===== src/rtl/eth_mbox_pkg.sv =====
// Shared definitions for the Ethernet control mailbox to Avalon-MM bridge:
// mailbox command bit positions, FSM state type and the timeout read pattern.
package eth_mbox_pkg;

  localparam int MBOX_WR_BIT = 16;
  localparam int MBOX_RD_BIT = 17;

  localparam logic [31:0] MBOX_TIMEOUT_DATA = 32'hDEAD_BEEF;

  typedef enum logic [2:0] {
    IDLE,
    WR,
    RD,
    RD_WAIT,
    DISARM
  } t_mbox_state;

endpackage


===== src/rtl/eth_mbox_avmm_bridge.sv =====
// Turns one armed mailbox command into exactly one Avalon-MM read or write,
// with a bus timeout and re-arm on command release. All outputs are registered.
module eth_mbox_avmm_bridge
  import eth_mbox_pkg::*;
#(
  parameter int ADDR_W         = 16,
  parameter int DATA_W         = 32,
  parameter int TIMEOUT_CYCLES = 1024
) (
  input  logic              clk,
  input  logic              reset,
  input  logic [31:0]       eth_ctrl_addr,
  input  logic [DATA_W-1:0] eth_wr_data,
  output logic [DATA_W-1:0] eth_rd_data,
  output logic              busy,
  output logic              done,
  output logic              timeout_err,
  output logic              cmd_err,
  output logic [ADDR_W-1:0] avmm_address,
  output logic              avmm_read,
  output logic              avmm_write,
  output logic [DATA_W-1:0] avmm_writedata,
  input  logic [DATA_W-1:0] avmm_readdata,
  input  logic              avmm_readdatavalid,
  input  logic              avmm_waitrequest
);

  localparam int CNT_W = (TIMEOUT_CYCLES > 2) ? $clog2(TIMEOUT_CYCLES) : 1;
  localparam logic [CNT_W-1:0] CNT_LAST = CNT_W'(TIMEOUT_CYCLES - 1);

  t_mbox_state       state_q, state_d;
  logic [CNT_W-1:0]  cnt_q, cnt_d;
  logic [DATA_W-1:0] rd_data_q, rd_data_d;
  logic              busy_q, busy_d;
  logic              done_q, done_d;
  logic              timeout_err_q, timeout_err_d;
  logic              cmd_err_q, cmd_err_d;
  logic [ADDR_W-1:0] addr_q, addr_d;
  logic              read_q, read_d;
  logic              write_q, write_d;
  logic [DATA_W-1:0] wdata_q, wdata_d;

  logic [1:0] cmd;
  logic       expired;
  logic       unused_ctrl_bits;

  assign cmd              = {eth_ctrl_addr[MBOX_RD_BIT], eth_ctrl_addr[MBOX_WR_BIT]};
  assign expired          = (cnt_q == CNT_LAST);
  assign unused_ctrl_bits = ^eth_ctrl_addr;

  // NOTE: every signal assigned below gets a default first, so no path leaves it unassigned and no latch is inferred.
  always_comb begin
    state_d       = state_q;
    cnt_d         = cnt_q;
    rd_data_d     = rd_data_q;
    done_d        = done_q;
    timeout_err_d = timeout_err_q;
    cmd_err_d     = cmd_err_q;
    addr_d        = addr_q;
    read_d        = read_q;
    write_d       = write_q;
    wdata_d       = wdata_q;

    unique case (state_q)
      IDLE: begin
        if (cmd != 2'b00) begin
          done_d        = 1'b0;
          timeout_err_d = 1'b0;
          cmd_err_d     = 1'b0;
          cnt_d         = '0;
        end
        unique case (cmd)
          2'b01: begin
            addr_d  = eth_ctrl_addr[ADDR_W-1:0];
            wdata_d = eth_wr_data;
            write_d = 1'b1;
            state_d = WR;
          end
          2'b10: begin
            addr_d  = eth_ctrl_addr[ADDR_W-1:0];
            read_d  = 1'b1;
            state_d = RD;
          end
          2'b11: begin
            cmd_err_d = 1'b1;
            done_d    = 1'b1;
            state_d   = DISARM;
          end
          default: ;
        endcase
      end

      // Completion is tested before expiry so a same-cycle completion wins.
      WR: begin
        if (!avmm_waitrequest || expired) begin
          write_d       = 1'b0;
          done_d        = 1'b1;
          timeout_err_d = avmm_waitrequest;
          state_d       = DISARM;
        end else begin
          cnt_d = cnt_q + 1'b1;
        end
      end

      RD: begin
        if (!avmm_waitrequest) begin
          read_d  = 1'b0;
          state_d = RD_WAIT;
          // Saturate so a late address phase leaves one cycle for the data.
          if (!expired) cnt_d = cnt_q + 1'b1;
        end else if (expired) begin
          read_d        = 1'b0;
          done_d        = 1'b1;
          timeout_err_d = 1'b1;
          rd_data_d     = DATA_W'(MBOX_TIMEOUT_DATA);
          state_d       = DISARM;
        end else begin
          cnt_d = cnt_q + 1'b1;
        end
      end

      RD_WAIT: begin
        if (avmm_readdatavalid) begin
          rd_data_d = avmm_readdata;
          done_d    = 1'b1;
          state_d   = DISARM;
        end else if (expired) begin
          done_d        = 1'b1;
          timeout_err_d = 1'b1;
          rd_data_d     = DATA_W'(MBOX_TIMEOUT_DATA);
          state_d       = DISARM;
        end else begin
          cnt_d = cnt_q + 1'b1;
        end
      end

      DISARM: begin
        if (cmd == 2'b00) state_d = IDLE;
      end

      default: state_d = IDLE;
    endcase

    busy_d = (state_d == WR) || (state_d == RD) || (state_d == RD_WAIT);
  end

  // NOTE: state is updated only with non-blocking assignments so every flop samples the pre-edge values.
  always_ff @(posedge clk) begin
    if (reset) begin
      state_q       <= IDLE;
      cnt_q         <= '0;
      rd_data_q     <= '0;
      busy_q        <= 1'b0;
      done_q        <= 1'b0;
      timeout_err_q <= 1'b0;
      cmd_err_q     <= 1'b0;
      addr_q        <= '0;
      read_q        <= 1'b0;
      write_q       <= 1'b0;
      wdata_q       <= '0;
    end else begin
      state_q       <= state_d;
      cnt_q         <= cnt_d;
      rd_data_q     <= rd_data_d;
      busy_q        <= busy_d;
      done_q        <= done_d;
      timeout_err_q <= timeout_err_d;
      cmd_err_q     <= cmd_err_d;
      addr_q        <= addr_d;
      read_q        <= read_d;
      write_q       <= write_d;
      wdata_q       <= wdata_d;
    end
  end

  assign eth_rd_data    = rd_data_q;
  assign busy           = busy_q;
  assign done           = done_q;
  assign timeout_err    = timeout_err_q;
  assign cmd_err        = cmd_err_q;
  assign avmm_address   = addr_q;
  assign avmm_read      = read_q;
  assign avmm_write     = write_q;
  assign avmm_writedata = wdata_q;

endmodule


===== config.mk =====
export PLATFORM = sky130hd
export DESIGN_NAME = eth_mbox_avmm_bridge
export DESIGN_NICKNAME = d
export VERILOG_FILES = /design/src/rtl/eth_mbox_pkg.sv /design/src/rtl/eth_mbox_avmm_bridge.sv
export SDC_FILE = /design/constraint.sdc
export NUM_CORES = 1
export LEC_CHECK = 0
export CAP_MARGIN = 5
export CORE_MARGIN = 8
export CORE_UTILIZATION = 39
export CTS_CLUSTER_SIZE = 8
export DETAILED_ROUTE_END_ITERATION = 6
export PLACE_DENSITY_LB_ADDON = 0.25
export SKIP_CTS_REPAIR_TIMING = 1
export SLEW_MARGIN = 40
export SYNTH_ARGS = -nofsm -noshare
export SYNTH_HDL_FRONTEND = slang
export SYNTH_SLANG_ARGS = --single-unit

===== constraint.sdc =====
create_clock -name clk -period 2.1 [get_ports clk]
set_input_delay 0.21 -clock clk [delete_from_list [all_inputs] [get_ports clk]]
set_output_delay 0.21 -clock clk [all_outputs]
set_load 0.005 [all_outputs]

Word-level counts from Yosys, hierarchy flattened

Index checks and enable logic that the tools add are counted.

Flip-flop bits (word level): 99
Bits of input ports: 100
Output and inout bits: 86
Word-level logic and storage cells: 89

Add/subtract/negate cells: 1
Eq/ne operators: 20
Mux-type cells: 35
Reduce and logical (&&, ||, !) cells: 22

Operators with widths:

| operator                | count |
|---|---|
| $mux W32                | 3 |
| $pmux W32 S2            | 1 |
| $mux W10                | 4 |
| $pmux W10 S4            | 1 |
| $mux W1                 | 15 |
| $mux W3                 | 5 |
| $pmux W3 S5             | 1 |
| $eq A3 B2 Y1 const B    | 4 |
| $add A10 B1 Y10 const B | 1 |
| $eq A10 B10 Y1 const B  | 1 |
| $ne A2 B2 Y1 const B    | 5 |
| $reduce_bool A2 Y1      | 5 |
| $pmux W3 S3             | 1 |
| $pmux W1 S4             | 2 |
| $reduce_and A2 Y1       | 4 |
| $reduce_and A4 Y1       | 2 |
| $eq A3 B1 Y1 const B    | 2 |
| $reduce_and A3 Y1       | 2 |
| $reduce_and A5 Y1       | 1 |
| $eq A2 B2 Y1 const B    | 2 |
| $ne A2 B1 Y1 const B    | 2 |
| $pmux W1 S2             | 2 |
| $reduce_bool A4 Y1      | 1 |
| $eq A3 B3 Y1 const B    | 1 |
| 8 further kinds         | 10 |

Longest topological paths before layout

Depth in word-level cells: 7
Depth in mapped cells: 7
Depth with buffers taken out: 6

Least setup slack after synthesis

Ideal clock, no wire load.

Kind: reg2reg
Start: register cnt_q[0]
End: register cnt_q[9]
Setup time: 67 ps
Data arrival time: 1581 ps
Required time: 2033 ps
Path slack: 452 ps
Cell stages (with the launch flop): 6
Buffers on the path: 0
Period minus slack after synthesis: 1648 ps
Cells stage by stage: dfxtp_1 ha_1 nand2_1 or4_4 a31o_1 a21oi_2

Cells in the longest elaborated chain, start to end: 4
Elaborated cells on any way between the ends: 9
Classes of those cells: add/sub: 1; eq/ne: 2; mux: 4; reduce/logical: 2

RTL lines:

| what                                                     | RTL line                    | text |
|---|---|---|
| start, declared                                          | eth_mbox_avmm_bridge.sv:32  | `logic [CNT_W-1:0] cnt_q, cnt_d;` |
| start signal, assigned                                   | eth_mbox_avmm_bridge.sv:163 | `cnt_q <= cnt_d;` |
| $add A10 B1 Y10 / $eq A10 B10 Y1 (equally long branches) | -                           |  |
| $mux W10 / $logic_or A1 B1 Y1 (equally long branches)    | -                           |  |
| $mux W10 / $ne A2 B2 Y1 (equally long branches)          | -                           |  |
| $pmux W10 S4 / $reduce_and A4 Y1 (equally long branches) | -                           |  |

Parallel ways exist; a longest one is shown, timed or not. The select of a mux whose other input is x is not followed.
A chain may end at the register's enable or synchronous reset.

Worst setup path after layout

Start: register cnt_q[0]
End: register done_q (netlist: done)

Cells in the longest elaborated chain, start to end: 4
Elaborated cells on any way between the ends: 8
Classes of those cells: eq/ne: 2; mux: 4; reduce/logical: 2

RTL lines:

| what                                                    | RTL line                    | text |
|---|---|---|
| $eq A10 B10 Y1 (*)                                      | eth_mbox_avmm_bridge.sv:48  | `assign expired = (cnt_q == CNT_LAST);` |
| $mux W1 / $logic_or A1 B1 Y1 (equally long branches)    | -                           |  |
| $mux W1 (tied with other cells)                         | -                           |  |
| $pmux W1 S4 / $reduce_and A4 Y1 (equally long branches) | -                           |  |
| end signal, assigned                                    | eth_mbox_avmm_bridge.sv:166 | `done_q <= done_d;` |
| end, declared                                           | eth_mbox_avmm_bridge.sv:35  | `logic done_q, done_d;` |

Every way passes the cells marked *; elsewhere a longest branch is shown, timed or not. The select of a mux whose other input is x is not followed.

==> summary.txt <==
Synthesis
  – Post-synth EDFFs: 0
  – Mapped cell area: 0.00411 mm2
  – Synth Area in Compound Gates: between 20% and 30%
  – Adder-Cell Fraction of Synth Area: ~1.5%
  – Simple-gate share of the synthesized area: approximately 22%
  – Multiplexer area fraction after synthesis: less than 1%
  – Yosys warning count: 0
  – Syn avg cell area: between 8 and 9 um2
  – Synth Register Bits: between 90 and 100
  – Share of flip-flops with an asynchronous set or reset: 0%
  – Synthesized Nets: 598
  – Post-synthesis sequential area ratio: about half
  – Post-synth cell types: 58
  – Main synth FF type: dfxtp_1
  – Largest family of logic cells by synthesized area: compound AO/OA/AOI/OAI gates
  – Cells after synthesis: between 400 and 500
  – XOR/XNOR Fraction of Synth Area: 0%

Global route
  – GRT overflow: 0
  – Global-route wire length before repair: a little over 20000 um
  – GRT Util Overall: 17.6%
  – Pin count of the biggest net entering global routing: 42
  – Initial antenna violation count: 0
  – Vias in the first global route: ~4.0k

Power
  – PD cells: ~640 mW/mm2
  – Leakage: roughly 2.2 nW
  – Peak supply drop: 0.000323 V
  – Overall power: between 3 and 4 mW

CTS
  – Clock Latency Late Sink: between 0.3 and 0.4 ns
  – Clk slew on worst S/H paths: 0.10 ns
  – CTS tree: done
  – Clock sinks: 99
  – Clock buffer depth: 2
  – H-tree levels: 3
  – Total CTS buffers: 9
  – Root Driver: clkbuf_8

Layout
  – Nets: ~770
  – Commonest non-fill, non-tap cell in the layout: clkdlybuf4s50_1
  – Syn-to-layout area delta: 50.9%
  – Commonest cells after routing, fill and taps aside: clkdlybuf4s50_1, nand2_1, dfxtp_1, a21oi_1, nor2_1
  – Fin cells: 803
  – Antenna diodes: 0
  – Fraction of layout cells with a size suffix above 1: just under 8%
  – Cell area after layout: slightly above 0.006 mm2

Placed design
  – Post-DP HPWL: around 9500 um
  – GPL Wtd Cong: 0.857
  – Area after DPL: roughly 0.0060 mm2
  – Port Buffers: ~170
  – DP Cell Count: approximately 800

Floorplanning
  – Std-Cell Rows: 37
  – Core area: 0.0103 mm2
  – Total die area: roughly 0.014 mm2
  – Initial Util: 40.0%
  – Top-Level Pins: ~190
  – Die width: between 100 and 150 um
  – Die H: between 100 and 150 um

Timing
  – Clk_skew: between 0.01 and 0.015 ns
  – Rel. slew slack: between 50% and 60%
  – Fmax: 524 MHz
  – Final period util: roughly 91%
  – Post-layout min period: 1.91 ns
  – RSZ-0062 raised after global routing: false
  – Final setup viols: 0
  – Hold Fails Final Rpt: 0
  – Setup TNS Final: 0 ns
  – Worst Max-Slew Pin Slew: about 0.64 ns
  – Max Slew Vio Count: 0

Detailed routing
  – Via density: 5.10
  – Drt wl/cell: around 16 um
  – Routed wire length: around 13000 um
  – Post-route DRC: 0
  – DR vias: slightly above 4k
  – Initial DRT Pass Iterations: 7
  – ANT nets after route: 0
  – Initial drt markers: 311

Setup path
  – Crit start category: flop
  – Worst setup EP type: flop
  – WP data required: around 2.4 ns
  – Crit path arrival time: between 2 and 2.5 ns
  – CP Max Fanout: 7
  – Crit Path Category: reg2reg

Outcome
  – Outcome: finished, final reports clean

Min path
  – Class of the worst hold path: in2reg

Run
  – Max-capacitance violation count: 0
==> power by group <==
group          switching, mW  leakage (nW)  internal (mW)  total, mW
combinational          0.371          1.28          0.452      0.823
sequential            0.0559         0.804           1.97       2.03
clock                  0.683        0.0888          0.447       1.13
total                   1.11          2.17           2.87       3.98
==> synth_stat cells, types with 2 or more instances <==
cell type  number  area (um2)
a21oi_1        84         420
a31o_1          9        78.8
a32o_1          2        20.0
a32oi_1         2        17.5
and2_1          5        31.3
and3_1          2        12.5
buf_2          11        55.1
buf_4           2        15.0
clkbuf_1       21        78.8
dfxtp_1        99        1980
ha_1            5        62.6
inv_1           6        22.5
nand2_1       106         398
nand2b_1        3        18.8
nand3_1         3        15.0
nand4_1         2        12.5
nand4b_1        2        17.5
nor2_1         33         124
nor2b_1         2        12.5
nor3_1          4        20.0
nor3b_1         9        67.6
nor4_1          3        18.8
o21a_1          2        15.0
o21ai_0        29         145
o21ai_1         2        10.0
o22ai_1         2        12.5
o31ai_1         5        37.5
or3_1           4        25.0
or4_1           5        37.5
==> through the flow <==
stage / worst slack (ns) / hold WS (ns) / util, %
floorplan: 0.452 / 0.346 / -
global placement: 0.0822 / 0.441 / 58.3
detailed placement: 0.0175 / 0.448 / 58.3
CTS: 0.0669 / 0.317 / 60.0
global route: 0.0259 / 0.354 / 60.3
finish: 0.191 / 0.331 / 60.3
==> worst max-delay path: stages (launching register included) <==
cell	delay (ns)
dfxtp_1	0.37
ha_1	0.25
nand2_1	0.24
nor3_1	0.47
o221ai_1	0.20
a221oi_1	0.27
==> layout make-up <==
cell class                      instances  area (um2)
Clock buffer                           10         128
Clock inverter                          6        50.0
Fill cell                             907        4080
Inverter                                7        26.3
Multi-Input combinational cell        352        1950
Sequential cell                        99        1980
Tap cell                              136         170
Timing Repair Buffer                  193        1900
==> logic make-up (layout without fill, tap and decap cells) <==
kind of cell | Yosys count | in the layout
AND/OR/NAND/NOR | 191 | 191
multiplexers | 2 | 2
buffers and inverters | 42 | 216
adder cells (fa/ha/maj) | 5 | 5
flip-flops | 99 | 99
AO/OA/AOI/OAI | 154 | 154
==> registers in the layout, summed over array words and instances (netlist names) <==
name / cells
avmm_writedata: 32
eth_rd_data: 32
avmm_address: 16
cnt_q: 10
state_q: 3
avmm_read: 1
avmm_write: 1
busy: 1
cmd_err: 1
done: 1
timeout_err: 1
==> final timing paths <==
check | from | end | slack [ns] | cells after the start
worst max-delay path | cnt_q[0]$_SDFFE_PP0P_ | done$_SDFFE_PP0P_ | 0.19 | 5
worst min-delay path | reset | avmm_address[11]$_SDFFE_PP0P_ | 0.33 | 3
worst max register to register | cnt_q[0]$_SDFFE_PP0P_ | done$_SDFFE_PP0P_ | 0.19 | 5
worst min register to register | avmm_writedata[18]$_SDFFE_PP0P_ | avmm_writedata[18]$_SDFFE_PP0P_ | 0.46 | 2
==> routing by layer <==
layer / GRT usage [%] / wire (um) / vias up
met2: 30.3 / 6140 / 140
met5: 0 / 0 / -
met4: 5.22 / 174 / 0
met3: 5.52 / 856 / 15
met1: 20.4 / 5520 / 1891
li1: - / - / 2053
(Power assumes the default switching activity.)
